## src/rtl/pwm_pkg.sv

```systemverilog
// ============================================================================
// Module      : pwm_pkg
// Description : Shared defaults and helpers for the PWM input conditioning path
// Revision    : 1.0 - initial release
// ============================================================================
`default_nettype none

package pwm_pkg;

  localparam int SYNC_STAGES_DEF     = 3;
  localparam int DEBOUNCE_CYCLES_DEF = 8;

  // Bits needed to hold the values 0 .. value-1.
  function automatic int clog2(input int value);
    int r;
    int v;
    r = 0;
    v = value - 1;
    while (v > 0) begin
      r = r + 1;
      v = v >> 1;
    end
    return r;
  endfunction

endpackage

`default_nettype wire

```

## src/rtl/debounce_channel.sv

```systemverilog
// ============================================================================
// Module      : debounce_channel
// Description : Single-channel synchroniser, stable-count debouncer and strobes
// Revision    : 1.0 - initial release
// ============================================================================
`default_nettype none

module debounce_channel
  import pwm_pkg::*;
#(
  parameter int   SYNC_STAGES     = SYNC_STAGES_DEF,
  parameter int   DEBOUNCE_CYCLES = DEBOUNCE_CYCLES_DEF,
  parameter int   CNT_W           = 4,
  parameter logic INIT_LEVEL      = 1'b0
) (
  input  logic clk,
  input  logic rst,
  input  logic tick,
  input  logic din,
  output logic level,
  output logic rise,
  output logic fall
);

  localparam logic [CNT_W-1:0] c_LAST = CNT_W'(DEBOUNCE_CYCLES - 1);

  (* ASYNC_REG = "TRUE", shreg_extract = "no" *)
  logic [SYNC_STAGES-1:0] r_sync;

  logic             r_level;
  logic [CNT_W-1:0] r_cnt;
  logic             r_rise;
  logic             r_fall;
  logic             w_sync;

  assign w_sync = r_sync[SYNC_STAGES-1];

  always_ff @(posedge clk) begin
    if (rst) begin
      r_sync <= {SYNC_STAGES{INIT_LEVEL}};
    end else begin
      r_sync <= {r_sync[SYNC_STAGES-2:0], din};
    end
  end

  // Any sample matching the current level restarts the stability window.
  always_ff @(posedge clk) begin
    if (rst) begin
      r_level <= INIT_LEVEL;
      r_cnt   <= '0;
      r_rise  <= 1'b0;
      r_fall  <= 1'b0;
    end else begin
      r_rise <= 1'b0;
      r_fall <= 1'b0;
      if (w_sync == r_level) begin
        r_cnt <= '0;
      end else if (tick) begin
        if (r_cnt == c_LAST) begin
          r_level <= w_sync;
          r_cnt   <= '0;
          r_rise  <= w_sync;
          r_fall  <= ~w_sync;
        end else begin
          r_cnt <= r_cnt + CNT_W'(1);
        end
      end
    end
  end

  assign level = r_level;
  assign rise  = r_rise;
  assign fall  = r_fall;

endmodule

`default_nettype wire

```

## src/rtl/sync_debounce_bank.sv

```systemverilog
// ============================================================================
// Module      : sync_debounce_bank
// Description : N-channel synchronise + debounce bank with rise/fall strobes
// Revision    : 1.0 - initial release
// ============================================================================
`default_nettype none

module sync_debounce_bank
  import pwm_pkg::*;
#(
  parameter int   N_CH            = 4,
  parameter int   SYNC_STAGES     = SYNC_STAGES_DEF,
  parameter int   DEBOUNCE_CYCLES = DEBOUNCE_CYCLES_DEF,
  parameter int   CNT_W           = 4,
  parameter logic INIT_LEVEL      = 1'b0
) (
  input  logic            clk,
  input  logic            rst,
  input  logic            tick,
  input  logic [N_CH-1:0] din,
  output logic [N_CH-1:0] level,
  output logic [N_CH-1:0] rise,
  output logic [N_CH-1:0] fall
);

  if (N_CH < 1) begin : g_err_nch
    $error("sync_debounce_bank: N_CH must be >= 1");
  end
  if (SYNC_STAGES < 2) begin : g_err_sync
    $error("sync_debounce_bank: SYNC_STAGES must be >= 2");
  end
  if (DEBOUNCE_CYCLES < 1) begin : g_err_deb
    $error("sync_debounce_bank: DEBOUNCE_CYCLES must be >= 1");
  end
  if ((CNT_W < 1) || (CNT_W < clog2(DEBOUNCE_CYCLES))) begin : g_err_cnt
    $error("sync_debounce_bank: CNT_W too small for DEBOUNCE_CYCLES");
  end

  for (genvar g = 0; g < N_CH; g++) begin : g_ch
    debounce_channel #(
      .SYNC_STAGES     (SYNC_STAGES),
      .DEBOUNCE_CYCLES (DEBOUNCE_CYCLES),
      .CNT_W           (CNT_W),
      .INIT_LEVEL      (INIT_LEVEL)
    ) u_ch (
      .clk   (clk),
      .rst   (rst),
      .tick  (tick),
      .din   (din[g]),
      .level (level[g]),
      .rise  (rise[g]),
      .fall  (fall[g])
    );
  end

endmodule

`default_nettype wire

```

## config.mk

```make
export PLATFORM = sky130hd
export DESIGN_NAME = sync_debounce_bank
export DESIGN_NICKNAME = d
export VERILOG_FILES = /design/src/rtl/pwm_pkg.sv /design/src/rtl/debounce_channel.sv /design/src/rtl/sync_debounce_bank.sv
export SDC_FILE = /design/constraint.sdc
export NUM_CORES = 1
export LEC_CHECK = 0
export ABC_AREA = 0
export CAP_MARGIN = 30
export CORE_MARGIN = 2
export CORE_UTILIZATION = 35
export CTS_CLUSTER_DIAMETER = 150
export DETAILED_ROUTE_END_ITERATION = 10
export PLACE_DENSITY = 0.56
export SYNTH_ARGS = -nofsm -noshare
export SYNTH_HDL_FRONTEND = slang
export SYNTH_SLANG_ARGS = --single-unit
```

## constraint.sdc

```tcl
create_clock -name clk -period 1.4 [get_ports clk]
set_input_delay 0.21 -clock clk [delete_from_list [all_inputs] [get_ports clk]]
set_output_delay 0.21 -clock clk [all_outputs]
set_load 0.005 [all_outputs]
```

==> summary.txt <==
Starting Density = 36.0%
Slowest CP cell = clkdlybuf4s50_1
# rows = 24
Smallest setup slack after layout = 0.0580 ns
Clock transition at path regs = 0.08 ns
Layout area overhead = 18.3%
Ordered list of cells on the worst path = clkdlybuf4s50_1
Yosys warning count = 0
Post-DP Area = 1710 um^2
Largest net degree at the start of global routing = 19
Hold slack = 0.444 ns
Final Skew = 0.00180 ns
Buf/Inv on CP = 1
First-pass GRT wire length = 4.04 mm
Syn Inst Count = 151
GR Util All Layers = 10.5%
Post-Route WL = 2.24 mm
Clock power share = 42.8%
Hold bufs inserted after CTS = 0
Via Count = 986
Maximum clock path buffer count = 2
Worst R2R Start = g_ch[2].u_ch.r_cnt[0]$_SDFFE_PP0P_
Mapped Avg Cell Area = 10.2 um^2
Die ar. = 4960 um^2
Unrepaired setup endpoints after global routing = no
Ports = 19
Fin. max-slew vios = 0
Synthesized Nets = 162
CP top delay family = buffers and inverters
Setup CP Type = reg2out
Arrival time worst endpoint = 1.13 ns
Final setup viols = 0
Antenna-violating nets left = 0
Residual DRC count = 0
Most frequent cells in the layout = 36 x dfxtp_1, 17 x clkdlybuf4s50_1, 14 x nor2_1, 12 x nor2b_1
Post-synth EDFFs = 0
Yosys top cell area share = 51.9%
Worst skew pair latency = 0.29 ns
Average wire per standard cell = 10.4 um
Post-CTS Setup Bufs = 0
Setup crit start = g_ch[0].u_ch.level$_SDFFE_PP0P_
Post-route cell area = 1830 um^2
P per Cell Area = 1180 nW/um^2
ANT cells = 0
P_int = 1720 uW
Initial DRT Pass Iterations = 4
Critical Path RT = 1.19 ns
Leak = 0.000746 uW
Routability Congestion = 0.782
Die Ht = 70.4 um
Buffers added on ports = 18
Max Cap Viol = 0
Number of distinct library cells after synthesis = 20
Largest cells by area after synthesis = dfxtp_1 52%, buf_4 5.8%, mux2i_1 5.2%, nor2b_1 4.9%, xor2_1 4.5%
Flops & latches, synth = 40
Initial antenna violation count = 0
Ys flop type = dfxtp_1
Ys async rst share = 0%
Crit path time final = 1.34 ns
Outcome = completed
Sw power = 435 uW
Pre-CTS setup slack = -0.125 ns
Die Width = 70.4 um
CTS tree = built
CP Capture Type = output pin
Min-delay worst type = reg2reg
Hold Vio Cnt, Final = 0
Register area share after synthesis = 51.9%
Synthesized area = 1540 um^2
Worst hold start = g_ch[0].u_ch.r_sync[0]$_SDFF_PP0_
Hpwl dp = 1.61 mm
GRT overflow = 0
Worst Path Max Fanout = 4
Most common cell after layout, fill and taps aside = dfxtp_1
Clk sinks = 40
Final #Nets = 174
Power, Total = 2160 uW
Root Buffer = clkbuf_8
VDD IR max = 0.000516 V
Worst Max-Slew Pin Slew = 0.239 ns
Max Clock Freq = 0.745 GHz
Slew HR = 84.0%
CORE AREA = 4290 um^2
H-tree depth = 2
Final Cycle Share = 95.9%
Cts bufs inserted = 5
Vias per cell = 4.56
Iter 0 DRT Violations = 40
Vias in the first global route = 979
Combinational power share = 3.6%
Largest area contributor in the netlist = dfxtp_1
Layout cell share with drive strength beyond 1 = 10.4%
Sequential share of power = 53.6%
Slowest stage delay, CP = 0.49 ns
Crit start category = register
Switching share of power = 20.2%
-- power groups by stage --
stage | combinational (uW) | clock [uW] | sequential (uW)
3_5_place_dp | 78.5 | 0 | 1180
4_1_cts | 79.1 | 952 | 1160
3_3_place_gp | 76.8 | 0 | 1180
6_report | 77.6 | 923 | 1160
2_1_floorplan | 48.4 | 0 | 1180
5_1_grt | 86.6 | 1000 | 1160
-- Yosys cell counts (3+ instances only) --
cell type	n
a21oi_1	4
ha_1	4
nor3_1	8
nor2b_1	12
nand4b_1	4
nand2_1	8
buf_4	12
clkbuf_1	3
and3_1	4
dfxtp_1	40
a21o_1	4
nand2b_1	8
xor2_1	8
mux2i_1	8
nand4_1	3
nor2_1	14
-- cell type report --
cell class	instances	area (um^2)
Timing Repair Buffer	22	225
Fill cell	424	2470
Clock buffer	5	68.8
Tap cell	52	65.1
Clock inverter	3	42.5
Sequential cell	40	806
Multi-Input combinational cell	94	619
-- path summary, 6_finish.rpt --
| kind | endpoint | slack, ns | cells after the start |
|---|---|---|---|
| setup / recovery | level[0] | 0.06 | 1 |
| hold / removal | g_ch[0].u_ch.r_sync[1]$_SDFF_PP0_ | 0.44 | 1 |
| setup reg to reg | g_ch[2].u_ch.level$_SDFFE_PP0P_ | 0.21 | 4 |
| hold reg to reg | g_ch[0].u_ch.r_sync[1]$_SDFF_PP0_ | 0.44 | 1 |
-- kinds of logic (layout without fill, tap and decap cells) --
| kind of cell | Yosys count | after routing | share of synthesized area, % |
|---|---|---|---|
| AND/OR/NAND/NOR | 64 | 64 | 22.8 |
| flip-flops | 40 | 40 | 51.9 |
| buffers and inverters | 17 | 30 | 8.02 |
| XOR/XNOR | 10 | 10 | 5.67 |
| AO/OA/AOI/OAI | 8 | 8 | 3.24 |
| multiplexers | 8 | 8 | 5.19 |
| adder cells (fa/ha/maj) | 4 | 4 | 3.24 |
-- registers in the layout, indices dropped and copies added, names as in the netlist --
name	flops
g_ch.u_ch.r_cnt	16
g_ch.u_ch.r_sync	12
g_ch.u_ch.fall	4
g_ch.u_ch.level	4
g_ch.u_ch.rise	4
-- metrics by stage --
| stage | TNS, ns | std cells | utilization [%] |
|---|---|---|---|
| 6_report | 0 | 216 | 42.5 |
| 5_1_grt | 0 | 216 | 42.5 |
| 4_1_cts | 0 | 216 | 42.5 |
| 3_5_place_dp | -0.694 | 208 | 39.8 |
| 3_3_place_gp | -0.325 | 208 | 39.8 |
| 2_1_floorplan | 0 | 151 | - |
-- repair_timing --
action	4_1_cts	5_1_grt
setup endpoints to repair	3	2
hold endpoints to repair	0	0
gates resized for setup	3	2
-- routing by layer --
metal | GRT usage (%) | vias up | share of wire (%)
met5 | 0 | - | 0
met4 | 7.05 | 0 | 1.8
met3 | 3.75 | 5 | 4.5
met2 | 17.6 | 17 | 49
met1 | 10.9 | 449 | 45
li1 | - | 515 | -
(Power assumes the default switching activity.)
